===== config.mk =====
export PLATFORM = sky130hd
export DESIGN_NAME = time_set_controller
export DESIGN_NICKNAME = d
export VERILOG_FILES = /design/src/rtl/time_set_controller.sv
export SDC_FILE = /design/constraint.sdc
export NUM_CORES = 1
export LEC_CHECK = 0
export BUFFER_PORTS_ARGS = -buffer_cell sky130_fd_sc_hd__buf_2
export CAP_MARGIN = 20
export CORE_MARGIN = 10
export CORE_UTILIZATION = 50
export CTS_BUF_LIST = sky130_fd_sc_hd__clkbuf_8
export DETAILED_ROUTE_END_ITERATION = 7
export PLACE_DENSITY = 0.65
export SLEW_MARGIN = 25
export SYNTH_ARGS = -nofsm -noshare
export SYNTH_HDL_FRONTEND = slang
export SYNTH_SLANG_ARGS = --single-unit

===== constraint.sdc =====
create_clock -name i_Clock -period 2.45 [get_ports i_Clock]
set_clock_uncertainty 0.2 [all_clocks]
set_input_delay 0.1225 -clock i_Clock [delete_from_list [all_inputs] [get_ports i_Clock]]
set_output_delay 0.1225 -clock i_Clock [all_outputs]
set_load 0.005 [all_outputs]

===== src/rtl/time_set_controller.sv =====
`default_nettype none
// ============================================================================
// Module      : time_set_controller
// Description : 1 Hz tick generation with seconds->minutes->hours ripple and
//               the RUN / SET_HOURS / SET_MINUTES time-setting state machine.
//               Optional INC auto-repeat: define TIME_SET_AUTO_REPEAT_EN.
// Revision    : 1.0 - initial release
// ============================================================================
module time_set_controller #(
    parameter int c_CLOCKS_PER_SECOND = 50_000_000,
    parameter int c_REPEAT_DELAY      = 25_000_000,
    parameter int c_REPEAT_PERIOD     = 10_000_000
) (
    input  logic       i_Clock,
    input  logic       i_Reset_n,
    input  logic       i_Mode_Press,
    input  logic       i_Inc_Press,
    input  logic       i_Inc_Hold,
    input  logic       i_Seconds_Max,
    input  logic       i_Minutes_Max,
    output logic       o_Seconds_Enable,
    output logic       o_Minutes_Enable,
    output logic       o_Hours_Enable,
    output logic       o_Seconds_Clear,
    output logic [1:0] o_Mode,
    output logic       o_Blink
);

    localparam int c_PRESCALE_W = $clog2(c_CLOCKS_PER_SECOND);
    localparam logic [c_PRESCALE_W-1:0] c_LAST = c_PRESCALE_W'(c_CLOCKS_PER_SECOND - 1);
    localparam logic [c_PRESCALE_W-1:0] c_HALF = c_PRESCALE_W'(c_CLOCKS_PER_SECOND / 2);

    typedef enum logic [1:0] {
        RUN         = 2'b00,
        SET_HOURS   = 2'b01,
        SET_MINUTES = 2'b10
    } state_t;

    if ((c_CLOCKS_PER_SECOND < 4) || ((c_CLOCKS_PER_SECOND % 2) != 0)
        || (c_REPEAT_DELAY < 1) || (c_REPEAT_PERIOD < 1)) begin : g_param_check
        $error("time_set_controller: invalid parameter set");
    end

    state_t                  r_state_q, w_state_d;
    logic [c_PRESCALE_W-1:0] r_count_q, w_count_d;
    logic                    r_sec_en_q, w_sec_en_d;
    logic                    r_min_en_q, w_min_en_d;
    logic                    r_hr_en_q, w_hr_en_d;
    logic                    r_clear_q, w_clear_d;
    logic                    r_blink_q, w_blink_d;
    logic                    w_wrap;
    logic                    w_inc;
    logic                    w_repeat;

`ifdef TIME_SET_AUTO_REPEAT_EN
    localparam int c_DELAY_W  = $clog2(c_REPEAT_DELAY + 1);
    localparam int c_PERIOD_W = $clog2(c_REPEAT_PERIOD + 1);
    localparam logic [c_DELAY_W-1:0]  c_DELAY_MAX  = c_DELAY_W'(c_REPEAT_DELAY);
    localparam logic [c_PERIOD_W-1:0] c_PERIOD_MAX = c_PERIOD_W'(c_REPEAT_PERIOD - 1);

    logic [c_DELAY_W-1:0]  r_hold_q, w_hold_d;
    logic [c_PERIOD_W-1:0] r_period_q, w_period_d;

    // Hold counter saturates at the delay, then the period counter paces repeats.
    always_comb begin
        w_hold_d   = r_hold_q;
        w_period_d = r_period_q;
        w_repeat   = 1'b0;
        if (!i_Inc_Hold || i_Mode_Press || (r_state_q == RUN)) begin
            w_hold_d   = '0;
            w_period_d = '0;
        end else if (r_hold_q != c_DELAY_MAX) begin
            w_hold_d = r_hold_q + 1'b1;
            w_repeat = (w_hold_d == c_DELAY_MAX);
        end else if (r_period_q == c_PERIOD_MAX) begin
            w_period_d = '0;
            w_repeat   = 1'b1;
        end else begin
            w_period_d = r_period_q + 1'b1;
        end
    end
`else
    logic w_unused_hold;
    assign w_unused_hold = i_Inc_Hold;
    assign w_repeat      = 1'b0;
`endif

    assign w_wrap = (r_count_q == c_LAST);
    assign w_inc  = i_Inc_Press | w_repeat;

    always_comb begin
        w_state_d  = r_state_q;
        w_count_d  = w_wrap ? '0 : r_count_q + 1'b1;
        w_sec_en_d = 1'b0;
        w_min_en_d = 1'b0;
        w_hr_en_d  = 1'b0;
        w_clear_d  = 1'b0;
        if (i_Mode_Press) begin
            // Every transition restarts the prescaler, so blink and ticks realign.
            w_count_d = '0;
            case (r_state_q)
                RUN: begin
                    w_state_d = SET_HOURS;
                    w_clear_d = 1'b1;
                end
                SET_HOURS: w_state_d = SET_MINUTES;
                default:   w_state_d = RUN;
            endcase
        end else begin
            case (r_state_q)
                RUN: begin
                    w_sec_en_d = w_wrap;
                    w_min_en_d = w_wrap & i_Seconds_Max;
                    w_hr_en_d  = w_wrap & i_Seconds_Max & i_Minutes_Max;
                end
                SET_HOURS:   w_hr_en_d  = w_inc;
                SET_MINUTES: w_min_en_d = w_inc;
                default:     w_state_d  = RUN;
            endcase
        end
        w_blink_d = (w_state_d == RUN) || (w_count_d < c_HALF);
    end

    always_ff @(posedge i_Clock or negedge i_Reset_n) begin
        if (!i_Reset_n) begin
            r_state_q  <= RUN;
            r_count_q  <= '0;
            r_sec_en_q <= 1'b0;
            r_min_en_q <= 1'b0;
            r_hr_en_q  <= 1'b0;
            r_clear_q  <= 1'b0;
            r_blink_q  <= 1'b1;
`ifdef TIME_SET_AUTO_REPEAT_EN
            r_hold_q   <= '0;
            r_period_q <= '0;
`endif
        end else begin
            r_state_q  <= w_state_d;
            r_count_q  <= w_count_d;
            r_sec_en_q <= w_sec_en_d;
            r_min_en_q <= w_min_en_d;
            r_hr_en_q  <= w_hr_en_d;
            r_clear_q  <= w_clear_d;
            r_blink_q  <= w_blink_d;
`ifdef TIME_SET_AUTO_REPEAT_EN
            r_hold_q   <= w_hold_d;
            r_period_q <= w_period_d;
`endif
        end
    end

    assign o_Seconds_Enable = r_sec_en_q;
    assign o_Minutes_Enable = r_min_en_q;
    assign o_Hours_Enable   = r_hr_en_q;
    assign o_Seconds_Clear  = r_clear_q;
    assign o_Mode           = r_state_q;
    assign o_Blink          = r_blink_q;

endmodule
`default_nettype wire


==> results.cfg <==
[outcome]
run_status = complete, no violations

[global_route]
grt_pass1_wl_um = 6803
grt_max_degree = 34
grt_pass1_vias = 1497
track_usage_pct = 13.36
overflow = 0
antenna_found_initial = 0

[power_and_ir_drop]
power_switching_uw = 309.6
p_per_area_nw_per_um2 = 607.5
ir_drop_uv = 339.2
power_mw = 1.355
p_int_mw = 1.046
p_comb_share_pct = 9.7
p_leak_nw = 0.9606
pwr-share-seq_pct = 45.7
switching_share_pct = 22.85
clockPowerShare_pct = 44.5

[synth]
netlist_area_um2 = 1798
synth_area_leaders = dfrtp_1 (45%), nor2_1 (6.3%), xor2_1 (5.8%)
synth_top_cell_area_share_pct = 44.54
synth_flop_cell = dfrtp_1
async_flop_share_pct = 100.0
syn_nets = 199
synth-warning-count = 0
syn_area_per_cell_um2 = 9.413
synth.distinct_cells = 40
yosysMostFrequentCell = dfrtp_1
syn_inst = 191
synth_edf_count = 0
synth-seq-area-share_pct = 46.00
post-synth-top-area-cell = dfrtp_1
synth_commonest_cells = dfrtp_1 (32), nor2_1 (30), nand2_1 (15)
synth-seq-cells = 33

[floorplanning]
die_area_um2 = 6394
core_area_um2 = 3416
start_util_pct = 52.64
die_height_um = 79.97
fp.dieW_um = 79.97
row_count = 21
pin_count = 14

[run]
max_cap_violations = 0

[min_path]
hold_class = input port to flip-flop
hold_depth = 4
min_to = o_Minutes_Enable
min_from = i_Seconds_Max

[clock_network]
ctsLongestPathBuffers = 2
cts_tree = built
cts_root_buf = clkbuf_8
clk_latency_ns = 0.29
cts_sinks = 33
cts-htree-levels = 2
clk_pin_slew_worst_paths_ns = 0.07
cts-buffers-inserted = 5

[worst_setup_path]
crit_family = simple AND/OR/NAND/NOR gates
r2r-end = o_Blink
cp.buffers_inverters = 1
crit_type = flip-flop to flip-flop
crit_chain = nor4bb_2 -> nand4_1 -> buf_4 -> or3_4 -> nand2b_2 -> o21bai_1 -> o31ai_2 -> a32oi_1
r2r_setup_slack_ns = 0.1
reg2reg_depth = 8
crit_required_ns = 2.46
arrival_ns = 2.36
rr_startpoint = r_count_q[24]
critPathCaptureType = flip-flop
max_stage_delay_ns = 0.44
start_kind = flip-flop
crit_slowest_cell = dfrtp_2
path_max_fanout = 6

[route]
wl_met2_um = 1962
drt_iter0_markers = 118
postRouteAntennaNets = 0
via_per_inst = 5.587
highest_layer = met4
finalWirelength_um = 3955
vias = 1514
wl_met1_um = 1720
drt-wirelength-per-cell_um = 14.59
drt_pass1_iterations = 4
drc_errors = 0
wl_met3_um = 211

[layout]
final-seq-area_um2 = 832.0
antenna_cells = 0
drive_above_1_share_pct = 25.33
fillerInstances = 285
final_util_pct = 65.31
syn_to_final_growth_pct = 24.08
fin_nets = 232
final_cells = 271
multi_input_area_um2 = 969.7

[placement]
dp_hpwl_um = 2866
numPortBuffers = 12
dp_cells = 254
gp_congestion = 0.8389

[timing]
relSlewSlack_pct = 52.22
fin_crit_ns = 2.354
post-route-period-util_pct = 96.09
timing.fmax_mhz = 424.8
setup_viol = 0
tightest_slew_ns = 0.7167
setup_tns_ns = 0
drv_slew = 0
hold_viol_final = 0
==> power by group through the flow <==
stage	Sequential [mW]	Clock (mW)	Combinational, mW
detailed placement	0.630	0	0.127
global route	0.625	0.642	0.151
finish	0.620	0.603	0.132
CTS	0.619	0.619	0.135
floorplan	0.615	0	0.0801
global placement	0.629	0	0.121
==> flip-flops by register name, indices dropped and copies added, names as in the netlist <==
signal,flops
o_Seconds_Enable,1
o_Mode,2
o_Blink,1
r_count_q,26
o_Minutes_Enable,1
o_Hours_Enable,1
o_Seconds_Clear,1
==> through the flow <==
| step | hold WS, ns | worst slack [ns] | instance area, µm² |
|---|---|---|---|
| 6_report | 0.06303 | 0.09572 | 2231 |
| 5_1_grt | 0.07445 | -0.01180 | 2231 |
| 4_1_cts | 0.05759 | 0.03350 | 2138 |
| 3_5_place_dp | 0.02312 | 0.06170 | 1964 |
| 3_3_place_gp | 0.003816 | 0.1142 | 1964 |
| 2_1_floorplan | -0.3731 | 0.2160 | 1798 |
==> layout make-up <==
type	instances	area share [%]
Tap cell	46	2.580
Clock inverter	3	2.916
Clock buffer	5	3.085
Multi-Input combinational cell	149	43.47
Timing Repair Buffer	33	10.32
Inverter	2	0.3365
Sequential cell	33	37.30
==> placed cells by master (no fill, tap or decap), types with 4 or more instances in the layout <==
| master | instances |
|---|---|
| a21oi_1 | 9 |
| nand3_1 | 9 |
| nor3_1 | 4 |
| nand4_1 | 7 |
| buf_2 | 12 |
| buf_4 | 17 |
| clkbuf_8 | 5 |
| nand2_1 | 14 |
| dfrtp_2 | 4 |
| nor2_1 | 30 |
| o21ai_0 | 4 |
| dfrtp_1 | 28 |
| xnor2_1 | 10 |
| xor2_1 | 12 |
==> cell families (layout without fill, tap and decap cells) <==
group           Yosys count  after routing  synth area share, %
simple gates            105            105                32.64
flops                    33             33                46.00
compound gates           20             20                6.680
mux                       1              1               0.5567
xor+xnor                 22             22                10.72
buf+inv                   9             43                2.714
fa+ha+maj                 1              1               0.6958
==> timing repair <==
item	CTS	global route
hold buffers	4	0
buffers inserted	0	5
hold endpoints to repair	38	0
gates resized for setup	0	16
setup endpoints to repair	0	2
==> layer usage <==
layer	global-route usage, %	vias up
met5	0	-
met4	5.810	0
met3	4.617	6
met2	21.59	34
met1	15.63	730
li1	-	744
==> tightest hold or removal path: cells and delay by family <==
family | cells | cell delay, ns
AND/OR/NAND/NOR | 2 | 0.18
AO/OA/AOI/OAI | 1 | 0.11
buffers and inverters | 1 | 0.10
==> how the worst max path moves through the flow <==
| stage | slack (ns) | end | cells past startpoint | startpoint |
|---|---|---|---|---|
| after floorplan | 0.22 | o_Blink | 9 | r_count_q[0] |
| after global placement | 0.11 | o_Blink | 8 | r_count_q[0] |
| after detailed placement | 0.06 | o_Blink | 7 | r_count_q[7] |
| after CTS | 0.03 | o_Hours_Enable | 8 | r_count_q[11] |
| after global routing | -0.01 | o_Blink | 8 | r_count_q[8] |
| final | 0.1 | o_Blink | 8 | r_count_q[24] |
No activity file was read; power rests on OpenSTA's default activity.
